[config.mk]
export PLATFORM = sky130hd
export DESIGN_NAME = sync_frame_tx
export DESIGN_NICKNAME = d
export VERILOG_FILES = /design/src/rtl/seq_pkg.sv /design/src/rtl/piso_shift.sv /design/src/rtl/sync_frame_tx.sv
export SDC_FILE = /design/constraint.sdc
export NUM_CORES = 1
export LEC_CHECK = 0
export CORE_ASPECT_RATIO = 1.1
export CORE_MARGIN = 8
export CORE_UTILIZATION = 54
export CTS_BUF_LIST = sky130_fd_sc_hd__clkbuf_16
export DETAILED_ROUTE_END_ITERATION = 8
export GPL_TIMING_DRIVEN = 0
export MAX_ROUTING_LAYER = met4
export PLACE_DENSITY_LB_ADDON = 0.08
export SLEW_MARGIN = 20
export SYNTH_ARGS = -nofsm -noshare
export SYNTH_HDL_FRONTEND = slang
export SYNTH_HIERARCHICAL = 1
export SYNTH_SLANG_ARGS = --single-unit
[constraint.sdc]
create_clock -name clk -period 3.3 [get_ports clk]
set_clock_uncertainty 0.2 [all_clocks]
set_input_delay 0.66 -clock clk [delete_from_list [all_inputs] [get_ports clk]]
set_output_delay 0.66 -clock clk [all_outputs]
set_load 0.02 [all_outputs]
[src/rtl/seq_pkg.sv]
// Shared sequence definitions: FSM state encoding and the default sync pattern,
// used by the sync-word transmitter and by the matching 10110 detector.
package seq_pkg;

   typedef enum logic [1:0] {
      ST_IDLE = 2'd0,
      ST_SYNC = 2'd1,
      ST_DATA = 2'd2,
      ST_GAP  = 2'd3
   } state_t;

   localparam int                  SYNC_LEN      = 5;
   localparam logic [SYNC_LEN-1:0] SYNC_WORD_DEF = 5'b10110;

   // Sync bits go out MSB first, so bit index 0 on the line is word[SYNC_LEN-1].
   function automatic logic sync_bit(input logic [SYNC_LEN-1:0] word,
                                     input logic [2:0]          idx);
      return word[3'(SYNC_LEN - 1) - idx];
   endfunction

endpackage

[src/rtl/piso_shift.sv]
// Parallel-in serial-out shift register: parallel load, shift-left enable,
// MSB presented on the serial output.
module piso_shift #(
   parameter int WIDTH = 8
) (
   input  logic             clk,
   input  logic             i_clr,
   input  logic             i_load,
   input  logic             i_shift,
   input  logic [WIDTH-1:0] i_data,
   output logic             o_msb
);

   logic [WIDTH-1:0] r_sreg;

   always_ff @(posedge clk) begin
      if (i_clr) begin
         r_sreg <= '0;
      end else if (i_load) begin
         r_sreg <= i_data;
      end else if (i_shift) begin
         r_sreg <= r_sreg << 1;
      end
   end

   assign o_msb = r_sreg[WIDTH-1];

endmodule

[src/rtl/sync_frame_tx.sv]
// Serial frame transmitter: each accepted payload goes out as SYNC_WORD then
// the payload MSB first, followed by GAP_CYCLES forced-idle line cycles.
module sync_frame_tx
   import seq_pkg::*;
#(
   parameter logic [SYNC_LEN-1:0] SYNC_WORD  = SYNC_WORD_DEF,
   parameter int                  DATA_W     = 8,
   parameter int                  GAP_CYCLES = 2
) (
   input  logic              clk,
   input  logic              rst,
   input  logic              in_valid,
   input  logic [DATA_W-1:0] in_data,
   output logic              in_ready,
   output logic              out_data,
   output logic              out_valid,
   output logic              busy,
   output logic              frame_done
);

   localparam int               CNT_W     = (DATA_W > 1) ? $clog2(DATA_W) : 1;
   localparam logic [CNT_W-1:0] LAST_BIT  = CNT_W'(DATA_W - 1);
   localparam logic [3:0]       LAST_GAP  = 4'(GAP_CYCLES - 1);
   localparam logic [2:0]       LAST_SYNC = 3'(SYNC_LEN - 1);

   state_t           r_state, w_nxt_state;
   logic [2:0]       r_sync_cnt, w_nxt_sync_cnt;
   logic [CNT_W-1:0] r_data_cnt, w_nxt_data_cnt;
   logic [3:0]       r_gap_cnt, w_nxt_gap_cnt;
   logic             r_out_data, r_out_valid, r_frame_done;
   logic             w_nxt_out_data, w_nxt_out_valid, w_nxt_frame_done;
   logic             w_accept, w_shift_en, w_shift_msb;

   assign in_ready   = (r_state == ST_IDLE) && !rst;
   assign w_accept   = in_valid && in_ready;
   assign busy       = (r_state != ST_IDLE);
   assign out_data   = r_out_data;
   assign out_valid  = r_out_valid;
   assign frame_done = r_frame_done;

   // Shifting on every edge that enters a DATA cycle keeps the bit to be
   // registered for that cycle sitting on the MSB tap.
   assign w_shift_en = (w_nxt_state == ST_DATA);

   piso_shift #(.WIDTH(DATA_W)) u_piso (
      .clk     (clk),
      .i_clr   (rst),
      .i_load  (w_accept),
      .i_shift (w_shift_en),
      .i_data  (in_data),
      .o_msb   (w_shift_msb)
   );

   always_ff @(posedge clk) begin
      if (rst) begin
         r_state      <= ST_IDLE;
         r_sync_cnt   <= '0;
         r_data_cnt   <= '0;
         r_gap_cnt    <= '0;
         r_out_data   <= 1'b0;
         r_out_valid  <= 1'b0;
         r_frame_done <= 1'b0;
      end else begin
         r_state      <= w_nxt_state;
         r_sync_cnt   <= w_nxt_sync_cnt;
         r_data_cnt   <= w_nxt_data_cnt;
         r_gap_cnt    <= w_nxt_gap_cnt;
         r_out_data   <= w_nxt_out_data;
         r_out_valid  <= w_nxt_out_valid;
         r_frame_done <= w_nxt_frame_done;
      end
   end

   always_comb begin
      w_nxt_state    = r_state;
      w_nxt_sync_cnt = r_sync_cnt;
      w_nxt_data_cnt = r_data_cnt;
      w_nxt_gap_cnt  = r_gap_cnt;
      case (r_state)
         ST_IDLE: begin
            if (w_accept) begin
               w_nxt_state    = ST_SYNC;
               w_nxt_sync_cnt = '0;
            end
         end
         ST_SYNC: begin
            if (r_sync_cnt == LAST_SYNC) begin
               w_nxt_state    = ST_DATA;
               w_nxt_data_cnt = '0;
            end else begin
               w_nxt_sync_cnt = r_sync_cnt + 3'd1;
            end
         end
         ST_DATA: begin
            if (r_data_cnt == LAST_BIT) begin
               if (GAP_CYCLES == 0) begin
                  w_nxt_state = ST_IDLE;
               end else begin
                  w_nxt_state   = ST_GAP;
                  w_nxt_gap_cnt = '0;
               end
            end else begin
               w_nxt_data_cnt = r_data_cnt + 1'b1;
            end
         end
         ST_GAP: begin
            if (r_gap_cnt == LAST_GAP) begin
               w_nxt_state = ST_IDLE;
            end else begin
               w_nxt_gap_cnt = r_gap_cnt + 4'd1;
            end
         end
         default: w_nxt_state = ST_IDLE;
      endcase
   end

   // Line outputs are decoded from the upcoming state so they can be registered
   // and still line up with the state they belong to.
   always_comb begin
      w_nxt_out_data   = 1'b0;
      w_nxt_out_valid  = 1'b0;
      w_nxt_frame_done = 1'b0;
      case (w_nxt_state)
         ST_SYNC: begin
            w_nxt_out_valid = 1'b1;
            w_nxt_out_data  = sync_bit(SYNC_WORD, w_nxt_sync_cnt);
         end
         ST_DATA: begin
            w_nxt_out_valid  = 1'b1;
            w_nxt_out_data   = w_shift_msb;
            w_nxt_frame_done = (w_nxt_data_cnt == LAST_BIT);
         end
         default: begin
            w_nxt_out_valid = 1'b0;
         end
      endcase
   end

endmodule

==> metrics.txt <==
# TYPE chip_impl_metric gauge
chip_impl_info{name="status",value="complete, no violations"} 1
chip_impl_metric{name="final_max_slew_viol_count",unit=""} 0
chip_impl_info{name="critPathKind",value="in2out"} 1
chip_impl_metric{name="p_leak",unit="nW"} 0.607
chip_impl_metric{name="final-hold-violation-count",unit=""} 0
chip_impl_info{name="timing.critical_path.slowest_stage_cell",value="sky130_fd_sc_hd__clkdlybuf4s50_1"} 1
chip_impl_info{name="critical_path.endpoint_type",value="output pin"} 1
chip_impl_metric{name="overflow",unit=""} 0
chip_impl_metric{name="flow.area_growth_from_synthesis",unit="%"} 20.4
chip_impl_metric{name="synth.top_cell.area_share",unit=""} 0.350
chip_impl_metric{name="numCtsBuffers",unit=""} 3
chip_impl_metric{name="synth_nets",unit=""} 166
chip_impl_info{name="tritoncts",value="done"} 1
chip_impl_info{name="synth_largest_area_cell",value="sky130_fd_sc_hd__dfxtp_1"} 1
chip_impl_metric{name="antenna_found_initial",unit=""} 0
chip_impl_metric{name="fp.coreArea",unit="sq um"} 2270
chip_impl_metric{name="share_of_final_layout_standard_cells_stronger_than_drive_strength_1",unit=""} 0.0683
chip_impl_metric{name="setup-tns-final",unit="ns"} 0
chip_impl_info{name="hold_start",value="u_piso/r_sreg[7]"} 1
chip_impl_metric{name="post_synthesis_instance_area",unit="sq um"} 1310
chip_impl_metric{name="post-dp-hpwl",unit="mm"} 1.98
chip_impl_info{name="cts_root_buf",value="sky130_fd_sc_hd__clkbuf_16"} 1
chip_impl_metric{name="initial_util",unit=""} 0.578
chip_impl_info{name="timing.critical_path.cells",value="clkdlybuf4s50_1 -> clkbuf_1 -> nor2b_1 -> clkdlybuf4s50_1"} 1
chip_impl_metric{name="grt_pass1_wl",unit="mm"} 4.46
chip_impl_metric{name="grt_util_all_layers",unit=""} 0.133
chip_impl_metric{name="vias_per_cell",unit=""} 5.57
chip_impl_metric{name="report.power.total",unit="mW"} 1.09
chip_impl_metric{name="gp_congestion",unit=""} 0.839
chip_impl_metric{name="power_per_cell_area",unit="nW/um^2"} 691
chip_impl_info{name="grt_setup_unrepaired",value="no"} 1
chip_impl_metric{name="portBuffers",unit=""} 15
chip_impl_info{name="min-delay-path-class",value="reg2reg"} 1
chip_impl_metric{name="grt_pass1_vias",unit=""} 1029
chip_impl_info{name="startpoint_type",value="input pin"} 1
chip_impl_info{name="ys.flop_type",value="sky130_fd_sc_hd__dfxtp_1"} 1
chip_impl_metric{name="grtUsageMet1",unit=""} 0.144
chip_impl_metric{name="firstDrtPassIters",unit=""} 4
chip_impl_metric{name="cts.hold.buffers_added",unit=""} 0
chip_impl_info{name="reg2reg_from",value="r_state[0]"} 1
chip_impl_metric{name="wl",unit="mm"} 2.63
chip_impl_metric{name="drt.antenna.violating_nets",unit=""} 0
chip_impl_metric{name="cp_data_required_time",unit="ns"} 2.44
chip_impl_metric{name="final_cells",unit=""} 191
chip_impl_info{name="synth.area.top_cells",value="sky130_fd_sc_hd__dfxtp_1 35%, sky130_fd_sc_hd__ha_1 12%, sky130_fd_sc_hd__mux2i_1 6.9%"} 1
chip_impl_metric{name="final_util",unit=""} 0.695
chip_impl_metric{name="vias",unit=""} 1063
chip_impl_metric{name="route.detailed.drc",unit=""} 0
chip_impl_metric{name="max-slew-margin-rel",unit=""} 0.697
chip_impl_metric{name="drt-wirelength-per-cell",unit="um"} 13.8
chip_impl_metric{name="ys.warnings.count",unit=""} 6
chip_impl_metric{name="final_area",unit="sq um"} 1580
chip_impl_info{name="gr-max-usage-layer",value="met2"} 1
chip_impl_metric{name="max_stage_delay",unit="ns"} 0.57
chip_impl_metric{name="ir_drop",unit="uV"} 456
chip_impl_metric{name="max_clock_freq",unit="GHz"} 0.319
chip_impl_metric{name="synth-edff-count",unit=""} 0
chip_impl_metric{name="tightestPinTransition",unit="ns"} 0.455
chip_impl_metric{name="fp.dieW",unit="um"} 63.0
chip_impl_metric{name="n_antenna_cell",unit=""} 0
chip_impl_metric{name="final-setup-viol-count",unit=""} 0
chip_impl_metric{name="postSynthAreaPerCell",unit="sq um"} 9.25
chip_impl_metric{name="drtIter0Drc",unit=""} 22
chip_impl_metric{name="post_cts_resized",unit=""} 0
chip_impl_metric{name="worstPathMaxFanout",unit=""} 10
chip_impl_metric{name="dpl_cell_area",unit="sq um"} 1500
chip_impl_info{name="critPathLaunch",value="rst"} 1
chip_impl_metric{name="clock_latency",unit="ns"} 0.26
chip_impl_info{name="timing.critical_path.mode_cell",value="sky130_fd_sc_hd__clkdlybuf4s50_1"} 1
chip_impl_metric{name="clock_tree.buffer_depth",unit=""} 2
chip_impl_metric{name="fp_rows",unit=""} 18
chip_impl_metric{name="grt_use_met3",unit=""} 0.0381
chip_impl_metric{name="post-place-cells",unit=""} 187
chip_impl_metric{name="fin_nets",unit=""} 186
chip_impl_metric{name="share_of_the_yosys_chip_area_belonging_to_registers",unit=""} 0.350
chip_impl_metric{name="synth-async-reset-ratio",unit=""} 0
chip_impl_metric{name="ys_seq_elements",unit=""} 23
chip_impl_metric{name="time_the_final_worst_path_needs_with_i_o_delays_and_setup",unit="ns"} 3.13
chip_impl_metric{name="cts_max_level",unit=""} 1
chip_impl_metric{name="postSynthCellCount",unit=""} 142
chip_impl_info{name="synth.most_common_cell",value="sky130_fd_sc_hd__dfxtp_1"} 1
chip_impl_metric{name="io_pins",unit=""} 16
chip_impl_info{name="most_frequent_cells_after_synthesis",value="23 x sky130_fd_sc_hd__dfxtp_1, 13 x sky130_fd_sc_hd__ha_1, 12 x sky130_fd_sc_hd__inv_1, 12 x sky130_fd_sc_hd__nor2_1, 10 x sky130_fd_sc_hd__a211oi_1"} 1
chip_impl_metric{name="die-height",unit="um"} 67.7
chip_impl_metric{name="cts.reportedPaths.clkPinSlew",unit="ns"} 0.06
chip_impl_metric{name="grt_use_met2",unit=""} 0.224
chip_impl_metric{name="post-cts-setup-buffers",unit=""} 0
chip_impl_metric{name="drv.max_cap_violation_count",unit=""} 0
chip_impl_metric{name="timing.final.crit_share",unit=""} 0.949
chip_impl_metric{name="fp.dieArea",unit="sq um"} 4270
chip_impl_metric{name="synth.lib_cells_used.distinct",unit=""} 34
chip_impl_metric{name="cts.sink_count",unit=""} 23
chip_impl_metric{name="crit_arrival",unit="ns"} 2.27
chip_impl_metric{name="grt_start_max_net_pins",unit=""} 14
[worst max-delay path: cells and delay by family]
family        cells  cell delay [ns]
buf+inv           3             1.52
simple gates      1             0.09
[area by class of cell]
class	instances	area (sq um)
tap	30	37.5
buffer	4	28.8
multi-input combinational	103	779
clock inverter	1	5.00
sequential	23	460
timing repair buffer	15	150
clock buffer	3	75.1
inverter	12	45.0
fill	179	693
[routing by layer]
layer	vias to the layer above	wire [um]
met1	502	1220
met4	0	43
li1	541	-
met2	15	1250
met3	5	112
met5	-	0
[worst paths after layout]
| path | end | slack [ns] | depth (start not counted) |
|---|---|---|---|
| worst max-delay path | in_ready | 0.17 | 4 |
| worst min-delay path | out_data | 0.27 | 2 |
| worst max register to register | u_piso/r_sreg[0] | 0.58 | 11 |
| worst min register to register | out_data | 0.27 | 2 |
[registers in the layout, summed over array words and instances, names as in the netlist]
register and cells:
r_sync_cnt 3, u_piso/r_sreg 8, r_gap_cnt 4, out_valid 1, out_data 1, frame_done 1, r_data_cnt 3, r_state 2
[placed cells by master, fill, tap and decap left out]
master / n
sky130_fd_sc_hd__mux2i_1: 9
sky130_fd_sc_hd__o21ai_1: 3
sky130_fd_sc_hd__nand3b_1: 3
sky130_fd_sc_hd__or3b_1: 2
sky130_fd_sc_hd__a41o_1: 1
sky130_fd_sc_hd__nor2_1: 12
sky130_fd_sc_hd__nand2b_1: 2
sky130_fd_sc_hd__o31a_1: 1
sky130_fd_sc_hd__and2_1: 1
sky130_fd_sc_hd__and4_1: 1
sky130_fd_sc_hd__o21ai_0: 2
sky130_fd_sc_hd__clkdlybuf4s50_1: 15
sky130_fd_sc_hd__a32oi_1: 1
sky130_fd_sc_hd__buf_6: 1
sky130_fd_sc_hd__clkbuf_1: 2
sky130_fd_sc_hd__a21oi_2: 2
sky130_fd_sc_hd__nand2_1: 5
sky130_fd_sc_hd__dfxtp_1: 23
sky130_fd_sc_hd__nor2b_1: 8
sky130_fd_sc_hd__inv_1: 12
sky130_fd_sc_hd__clkdlybuf4s18_2: 1
sky130_fd_sc_hd__and3_4: 1
sky130_fd_sc_hd__clkbuf_16: 3
sky130_fd_sc_hd__nand3_1: 6
sky130_fd_sc_hd__clkinv_2: 1
sky130_fd_sc_hd__nor3_1: 2
sky130_fd_sc_hd__a21boi_4: 1
sky130_fd_sc_hd__o41ai_2: 1
sky130_fd_sc_hd__a31oi_1: 2
sky130_fd_sc_hd__a211oi_1: 10
sky130_fd_sc_hd__a22oi_1: 3
sky130_fd_sc_hd__a21boi_1: 1
sky130_fd_sc_hd__ha_1: 13
sky130_fd_sc_hd__o21a_1: 1
sky130_fd_sc_hd__a21oi_1: 5
sky130_fd_sc_hd__and4bb_1: 1
sky130_fd_sc_hd__xnor2_1: 3
[power breakdown]
| group | internal [mW] | total (mW) | switching [mW] |
|---|---|---|---|
| logic | 0.222 | 0.475 | 0.253 |
| clock network | 0.163 | 0.264 | 0.101 |
| registers | 0.323 | 0.353 | 0.0302 |
[through the flow]
| stage | worst slack, ns | hold WS (ns) |
|---|---|---|
| after floorplan | 0.903 | 0.238 |
| after global placement | 0.135 | 0.265 |
| after global routing | 0.0760 | 0.300 |
| final | 0.167 | 0.271 |
| after detailed placement | 0.0919 | 0.271 |
| after CTS | 0.163 | 0.277 |
[kinds of logic (layout without fill, tap and decap cells)]
family,count (synthesis),after routing,synth area share
fa+ha+maj,13,13,0.124
compound gates,34,34,0.194
xor+xnor,3,3,0.0200
flops,23,23,0.350
buf+inv,16,35,0.0562
mux,9,9,0.0686
simple gates,44,44,0.187
Note: power is estimated with default switching activity, not from simulation.
